===== config.mk =====
export PLATFORM = sky130hd
export DESIGN_NAME = phys_tag_fifo_flat
export DESIGN_NICKNAME = d
export VERILOG_FILES = /design/src/rtl/phys_tag_fifo_pkg.sv /design/src/rtl/phys_tag_fifo_if.sv /design/src/rtl/phys_tag_fifo.sv /design/src/flat_wrapper.sv
export SDC_FILE = /design/constraint.sdc
export NUM_CORES = 2
export LEC_CHECK = 0
export BUFFER_PORTS_ARGS = -buffer_cell sky130_fd_sc_hd__buf_2
export CAP_MARGIN = 20
export CORE_ASPECT_RATIO = 2
export CORE_MARGIN = 1.5
export CORE_UTILIZATION = 50
export DETAILED_ROUTE_END_ITERATION = 16
export PLACE_DENSITY = 0.71
export SYNTH_ARGS = -nofsm -noshare
export SYNTH_HDL_FRONTEND = slang
export SYNTH_SLANG_ARGS = --single-unit

===== constraint.sdc =====
create_clock -name clk -period 5.2 [get_ports clk]
set_input_delay 0.26 -clock clk [delete_from_list [all_inputs] [get_ports clk]]
set_output_delay 0.26 -clock clk [all_outputs]
set_load 0.01 [all_outputs]

===== src/rtl/phys_tag_fifo_pkg.sv =====
// Shared rename-stage types: physical tag width and default register counts.
package rename_pkg;
  localparam int NUM_PHYS_DEF  = 128;
  localparam int ARCH_REGS_DEF = 32;
  localparam int TAG_W         = $clog2(NUM_PHYS_DEF) + 1;

  typedef logic [TAG_W-1:0] phys_tag_t;
endpackage


===== src/rtl/phys_tag_fifo_if.sv =====
// Rename <-> free-list handshake. The err output exists only when TAG_FIFO_CHECK_EN is defined.
interface phys_tag_fifo_if;
  import rename_pkg::*;

  phys_tag_t write_tag_source;
  logic      write_tag;
  phys_tag_t read_tag_dest_0;
  phys_tag_t read_tag_dest_1;
  logic      read_1_tag;
  logic      read_2_tags;
  phys_tag_t freespace;
  phys_tag_t num_items;
`ifdef TAG_FIFO_CHECK_EN
  logic      err;

  modport master (output write_tag_source, write_tag, read_1_tag, read_2_tags,
                  input  read_tag_dest_0, read_tag_dest_1, freespace, num_items, err);
  modport slave  (input  write_tag_source, write_tag, read_1_tag, read_2_tags,
                  output read_tag_dest_0, read_tag_dest_1, freespace, num_items, err);
`else
  modport master (output write_tag_source, write_tag, read_1_tag, read_2_tags,
                  input  read_tag_dest_0, read_tag_dest_1, freespace, num_items);
  modport slave  (input  write_tag_source, write_tag, read_1_tag, read_2_tags,
                  output read_tag_dest_0, read_tag_dest_1, freespace, num_items);
`endif
endinterface


===== src/rtl/phys_tag_fifo.sv =====
// Free list of physical register tags: two-wide pop, one-wide push, occupancy counters.
// Optional sticky misuse flag (err) is compiled in with TAG_FIFO_CHECK_EN.
module phys_tag_fifo
  import rename_pkg::*;
#(
  parameter int NUM_PHYS  = NUM_PHYS_DEF,
  parameter int ARCH_REGS = ARCH_REGS_DEF
) (
  input  logic           clk,
  input  logic           reset,
  phys_tag_fifo_if.slave bus
);
  localparam int TW = $clog2(NUM_PHYS) + 1;
  localparam int PW = $clog2(NUM_PHYS);

  typedef logic [TW-1:0] tag_t;
  typedef logic [PW-1:0] ptr_t;

  tag_t       mem [NUM_PHYS];
  ptr_t       head;
  ptr_t       tail;
  tag_t       count;
  logic [1:0] pop_cnt;
  tag_t       after_pop;
  logic       push_ok;

  // Explicit modulo so non-power-of-two depths wrap correctly.
  function automatic ptr_t ptr_inc(input ptr_t p, input int n);
    int s;
    s = int'(p) + n;
    if (s >= NUM_PHYS) s = s - NUM_PHYS;
    return ptr_t'(s);
  endfunction

  always_comb begin
    pop_cnt = 2'd0;
    if (bus.read_2_tags && count >= tag_t'(2))
      pop_cnt = 2'd2;
    else if ((bus.read_1_tag || bus.read_2_tags) && count >= tag_t'(1))
      pop_cnt = 2'd1;
    after_pop = count - tag_t'(pop_cnt);
    // A full FIFO still accepts a push when a pop frees a slot on the same edge.
    push_ok   = bus.write_tag && (after_pop < tag_t'(NUM_PHYS));
  end

  always_ff @(posedge clk) begin
    if (reset) begin
      for (int i = 0; i < NUM_PHYS; i++)
        mem[i] <= (i < NUM_PHYS - ARCH_REGS) ? tag_t'(ARCH_REGS + i) : '0;
      head  <= '0;
      tail  <= ptr_t'((NUM_PHYS - ARCH_REGS) % NUM_PHYS);
      count <= tag_t'(NUM_PHYS - ARCH_REGS);
    end else begin
      if (push_ok) begin
        mem[tail] <= bus.write_tag_source;
        tail      <= ptr_inc(tail, 1);
      end
      head  <= ptr_inc(head, int'(pop_cnt));
      count <= after_pop + tag_t'(push_ok);
    end
  end

  assign bus.read_tag_dest_0 = mem[head];
  assign bus.read_tag_dest_1 = mem[ptr_inc(head, 1)];
  assign bus.num_items       = count;
  assign bus.freespace       = tag_t'(NUM_PHYS) - count;

`ifdef TAG_FIFO_CHECK_EN
  logic err_q;
  logic overflow;
  logic underflow;
  logic bad_tag;

  always_comb begin
    overflow  = bus.write_tag && !push_ok;
    underflow = (bus.read_2_tags && count < tag_t'(2)) ||
                (bus.read_1_tag && !bus.read_2_tags && count == '0);
    bad_tag   = bus.write_tag && (bus.write_tag_source >= tag_t'(NUM_PHYS) ||
                                  bus.write_tag_source <  tag_t'(ARCH_REGS));
  end

  always_ff @(posedge clk) begin
    if (reset)
      err_q <= 1'b0;
    else if (overflow || underflow || bad_tag)
      err_q <= 1'b1;
  end

  assign bus.err = err_q;
`endif
endmodule


===== src/flat_wrapper.sv =====
// flat-port wrapper written by rule: the top's interface ports become plain ports
module phys_tag_fifo_flat import rename_pkg::*;
#(
  parameter int NUM_PHYS  = NUM_PHYS_DEF,
  parameter int ARCH_REGS = ARCH_REGS_DEF
)
  (clk, reset, bus_write_tag_source, bus_write_tag, bus_read_1_tag, bus_read_2_tags, bus_read_tag_dest_0, bus_read_tag_dest_1, bus_freespace, bus_num_items);
  phys_tag_fifo_if bus_i ();
  input  logic clk;
  input  logic reset;
  input wire logic [$bits(bus_i.write_tag_source)-1:0] bus_write_tag_source;
  input wire logic [$bits(bus_i.write_tag)-1:0] bus_write_tag;
  input wire logic [$bits(bus_i.read_1_tag)-1:0] bus_read_1_tag;
  input wire logic [$bits(bus_i.read_2_tags)-1:0] bus_read_2_tags;
  output wire logic [$bits(bus_i.read_tag_dest_0)-1:0] bus_read_tag_dest_0;
  output wire logic [$bits(bus_i.read_tag_dest_1)-1:0] bus_read_tag_dest_1;
  output wire logic [$bits(bus_i.freespace)-1:0] bus_freespace;
  output wire logic [$bits(bus_i.num_items)-1:0] bus_num_items;
  assign bus_i.write_tag_source = bus_write_tag_source;
  assign bus_i.write_tag = bus_write_tag;
  assign bus_i.read_1_tag = bus_read_1_tag;
  assign bus_i.read_2_tags = bus_read_2_tags;
  assign bus_read_tag_dest_0 = bus_i.read_tag_dest_0;
  assign bus_read_tag_dest_1 = bus_i.read_tag_dest_1;
  assign bus_freespace = bus_i.freespace;
  assign bus_num_items = bus_i.num_items;
  phys_tag_fifo #(.NUM_PHYS(NUM_PHYS), .ARCH_REGS(ARCH_REGS)) u_core (.clk(clk), .reset(reset), .bus(bus_i));
endmodule

# Word-level counts from Yosys, hierarchy flattened
# Memory sizes are Yosys's and may differ from the RTL's. A register that Yosys moved wholly into a read port is not among the register bits.
# Index checks and enable logic that the tools add are counted.
# totals
regBits	22
ramBits	1024
out_inout_bits	32
word_cells	38
mem_count	1
# memory_table
memory	depth	word_bits	read_ports	rd_clocked_by_memory_dff	wr	line_no	source
u_core.mem	128	8	2	1	128	phys_tag_fifo.sv:19	tag_t mem [NUM_PHYS];
# op_classes
addsub	9
order_cmp	6
mux	14
n_reduce_logical	5
# op_table
cell	n
$mux W7	5
$ge A8 B8 Y1 const B	3
$sub A7 B1 Y7 const B	3
$add A7 B1 Y8 const B	2
$add A7 B2 Y8	1
$add A8 B1 Y8	1
$ge A8 B1 Y1 const B	1
$ge A8 B2 Y1 const B	1
$lt A8 B8 Y1 const B	1
$mux W8	1
$reduce_or A8 Y1	1
$sub A8 B2 Y8	1
$sub A8 B8 Y8 const A	1
$mux W1	7
$logic_and A1 B1 Y1	3
$mux W2	1
$logic_or A1 B1 Y1	1

# Logic depth before layout (Yosys ltp)
# depth
ltp_word	12
ltp_mapped	18

# Worst setup path before layout
# No wires, ideal clock.
# synth_timing
kind	reg-to-reg
start	reg u_core.count[5] (netlist: u_core.bus.num_items[5])
end	mem u_core.mem[2][0] in the netlist's numbering, enable pin
setup_time_ps	387
arrival_time_ps	3748
required_ps	4813
setup_slack_ps	1066
stages_incl_launch_ff	15
n_path_buf	4
period_less_slack_ps	4134
path_cell_list	dfxtp_1 -> buf_2 -> nor4_4 -> nand2b_1 -> o41a_1 -> nor3_1 -> ha_1 -> nor2b_1 -> nor4b_4 -> xnor2_2 -> nand4b_2 -> buf_4 -> buf_2 -> buf_2 -> o31ai_1
# synth_lines
item	line_no	source
start: declaration	phys_tag_fifo.sv:22	tag_t count;
start signal: assignment	phys_tag_fifo.sv:52	count <= tag_t'(NUM_PHYS - ARCH_REGS);
start signal: assignment	phys_tag_fifo.sv:59	count <= after_pop + tag_t'(push_ok);
end: declaration	phys_tag_fifo.sv:19	

==> impl.org <==
** Run status
- Status :: finished, final reports clean

** GRT
- The number of global-route vias before repair was 36600.
- In the global route stage, overall resource usage came out at a little under a third.
- First-pass GRT wire length :: roughly 260 mm
- Pin count of the biggest net entering global routing :: ~130
- The number of antenna violations at the first check in global routing is 7.
- Global route total overflow :: 0

** Hold path
- The worst hold path belongs to the class in -> reg.

** CTS
- Clock slew at the register clock pins of the worst setup and hold paths :: ~70 ps
- The H-tree generated during clock tree synthesis spans 3 levels.
- In this run the deepest clock path goes through 3 buffers.
- The number of clock buffers added by TritonCTS is 86.
- # resized after CTS :: 0
- CTS tree :: built
- At the later pin of the worst-skew pair, clock insertion delay measures slightly above 700 ps.
- For this design, the sink count on the clock tree is around 1000.
- Once the clock tree was built, the setup fixing pass inserted 0 buffers.
- Root buf cell :: clkbuf_16

** Logic synthesis
- Among all cell types in the netlist, the one instantiated most often is edfxtp_1.
- Area share of fa/ha/maj cells after synthesis :: 0.311%
- Number of flops mapped to enable cells by yosys :: just over 1000
- After synthesis, the most frequently instantiated cells are edfxtp_1, mux4_2, nor4_1.
- In the synthesized netlist the dominant register cell turns out to be edfxtp_1.
- By area, the combinational part of the netlist is dominated by multiplexers.
- Yosys warning total :: 0
- After synthesis the cells add up to 0.0572 mm2.
- After Yosys synthesis, XOR and XNOR cells account for less than 1% of the synthesized area.
- Averaged over all synthesized cells, the footprint is ~15 um2.
- Of the post-synthesis cell area, the dominant cell type holds 53.8%.
- For this run, the register share of the synthesized area comes to between 50% and 60%.
- Of all flip-flops after synthesis, the portion carrying an async set or reset was 0%.
- Counting distinct cell types in the post-synthesis netlist gives between 50 and 60.
- The number of nets in the synthesized netlist is approximately 3900.
- Post-synthesis mux area share :: between 20% and 30%
- Number of instances in the synthesized netlist :: 3900
- Yosys reg bits :: about 1000
- Summing the areas of all compound-gate instances in the mapped netlist gives under 10% of the synthesized area.
- Post-synthesis share of cell area spent on and, or, nand and nor gates :: approximately 15%
- Leading post-synthesis cells by cell area :: edfxtp_1, mux4_2, nor4_1
- Area leader, netlist :: edfxtp_1

** Floorplan
- 45 I/O pins were placed.
- Count of standard-cell rows :: between 150 and 200
- Width of the die :: 242 um
- The initial utilization of the core area, before any placement, comes to about half.
- The region available for standard cell placement spans between 0.1 and 0.15 mm2.
- DIE AREA :: between 0.1 and 0.15 mm2
- The die is 481 um tall.

** Power and ir drop
- Total leakage power :: 17.9 nW
- For this design the total switching power over the nets is about 0.006 W.
- Max VDD drop :: 301 uV
- Combinational logic burns between 20% and 30% of the power.
- Relative contribution of sequential cells to total power :: a little under half
- Net switching fraction of the power :: roughly 29%
- Power density over cell area :: approximately 330 mW/mm2
- Clk network pwr share :: 31.9%
- Cell internal power dissipation :: approximately 0.015 W

** Finish
- With fillers left out, the area of the finished cells amounts to between 0.06 and 0.07 mm2.
- At the end of the flow, the number of nets in the layout was between 3000 and 4000.
- Synthesis-to-layout area growth :: 8.05%
- The finished layout holds between 5000 and 6000 standard cells, fillers aside.
- Count of filler cells inserted in the layout :: between 8000 and 9000
- Ratio of cells with drive above 1 in the final layout :: about 29%
- Cells fill ~54% of the core in the end.

** Placed design
- Once detailed placement completed, the half-perimeter wirelength came to between 100 and 150 mm.
- At the end of routability-driven placement, the weighted congestion stood at roughly 1.0.
- Placed cell count :: approximately 5000
- Pre-CTS setup slack :: 509 ps
- Buffers placed on the I/O ports in this run total 44.
- The placed instances occupy a cell area of ~0.059 mm2.

** Routing
- The first routing iteration left about 4600 violations.
- In the final routed layout, each cell accounts on average for between 30 and 40 um.
- The pre-antenna-repair detailed-routing pass consisted of 6 iterations.
- The final route contains roughly 37000 vias.
- Per-cell via count in the routed design :: roughly 7
- Post-route DRC :: 0
- In this run the remaining antenna-violating nets after routing total 0.
- Post-Route WL :: ~180 mm

** STA
- Slew margin rel. :: 25.0%
- Counting I/O delays and the setup requirement, the final critical path takes about 5000 ps.
- Setup violations remaining at the end of the flow were counted as 0.
- Of the available clock period, the critical path in the final layout requires 96.7%.
- Setup total negative slack on the finished layout was measured at 0 ps.
- Timing would allow up to 0.199 GHz.
- The number of hold-slack violations in the final timing report is 0.
- For the pin with the worst max-slew slack, the measured transition is between 1000 and 1500 ps.
- The max-slew violation total from the final report came to 0.
- Layout Skew :: 32.9 ps
- Min setup slack post-route :: about 170 ps
- Setup repair after global routing left no endpoint under its margin.

** Critical path
- Startpoint types :: flip-flop
- STA classifies the critical path endpoint as an output pin.
- Data arrives at the worst endpoint at 4770 ps.
- The critical path in this run is classified as reg -> out.
- At the worst endpoint, the required time is 4940 ps.
- Of all nets on the critical path, the largest fanout is between 60 and 70.

** Flow run
- Number of maximum-capacitance violations :: 0
-- power groups by stage --
| stage | Clock, W | Combinational (W) | Sequential [W] |
|---|---|---|---|
| finish | 0.00658 | 0.00439 | 0.00964 |
| global route | 0.00685 | 0.00453 | 0.00966 |
| global placement | 0 | 0.00429 | 0.00981 |
| CTS | 0.00659 | 0.00433 | 0.00964 |
| detailed placement | 0 | 0.00431 | 0.00982 |
| floorplan | 0 | 0.00291 | 0.00970 |
-- stage by stage --
stage | total power, W | hold WS [ps]
detailed placement | 0.0141 | 606
global placement | 0.0141 | 597
finish | 0.0206 | 39.5
floorplan | 0.0126 | 440
global route | 0.0210 | 26.8
CTS | 0.0206 | 2.13
-- layout make-up --
cell class	count	area, um2	area share [%]
inverter	11	51.3	0.0830
tap	1504	1880	3.04
clock buffer	101	2270	3.68
multi-input combinational	2379	24100	39.0
sequential	1046	31200	50.5
clock inverter	55	459	0.743
timing repair buffer	209	1820	2.95
antenna	6	15.0	0.0243
-- state kept, by name (all words and copies together) (netlist names) --
name                  flops
u_core.mem             1024
u_core.bus.num_items      8
u_core.head               7
u_core.tail               7
-- layer usage --
| metal | part of all wire (%) | vias to the layer above | track usage [%] |
|---|---|---|---|
| met3 | 8.3 | 624 | 5.01 |
| met5 | 0.023 | - | 0 |
| met1 | 30 | 19100 | 32.3 |
| met2 | 52 | 2352 | 54.2 |
| li1 | - | 15200 | - |
| met4 | 9.7 | 6 | 24.3 |
-- cell usage in the layout, fill, tap and decap left out, types with 59 or more instances in the layout --
| cell type | synthesis | routed |
|---|---|---|
| or3_1 | 61 | 61 |
| edfxtp_1 | 1024 | 1024 |
| and2_1 | 301 | 301 |
| mux4_2 | 596 | 596 |
| or2_2 | 115 | 114 |
| clkbuf_16 | 0 | 89 |
| nor4_1 | 308 | 308 |
| nor2_1 | 59 | 59 |
| nand2b_1 | 160 | 158 |
| buf_4 | 11 | 139 |
| nand3_1 | 74 | 74 |
| nor3_1 | 141 | 141 |
| nand2_1 | 299 | 298 |
-- worst max-delay path, cell delays in order (launching register included) --
cell and delay, ps:
dfxtp_4 560, buf_12 470, buf_4 370, mux4_2 620, mux4_2 470, mux2i_1 640, o21ai_0 330, a221o_1 360
buf_2 150
-- path summary, 6_finish.rpt --
| check | slack [ps] | startpoint | depth (start not counted) | end |
|---|---|---|---|---|
| worst min-delay path | 40 | bus_write_tag_source[5] | 2 | u_core.mem[24][5] |
| worst max-delay path | 170 | u_core.head[1] | 8 | bus_read_tag_dest_0[6] |
| worst max register to register | 510 | u_core.bus.num_items[5] | 13 | u_core.mem[44][1] |
| worst min register to register | 640 | u_core.tail[0] | 2 | u_core.tail[0] |
-- kinds of logic (layout without fill, tap and decap cells) --
| group | after synthesis | count (layout) |
|---|---|---|
| muxes | 649 | 649 |
| buffers and inverters | 475 | 376 |
| xor gates and xnor gates | 34 | 34 |
| and+or+nand+nor | 1572 | 1572 |
| other | 0 | 6 |
| adders and majority gates | 13 | 13 |
| AOI/OAI and AO/OA | 111 | 111 |
| DFF | 1046 | 1046 |
-- repair_timing --
| item | 4_1_cts | 5_1_grt |
|---|---|---|
| setup endpoints to repair | 0 | 0 |
| hold buffers | 2 | 0 |
| hold endpoints to repair | 6 | 0 |
Power figures use the tool's default switching activity.
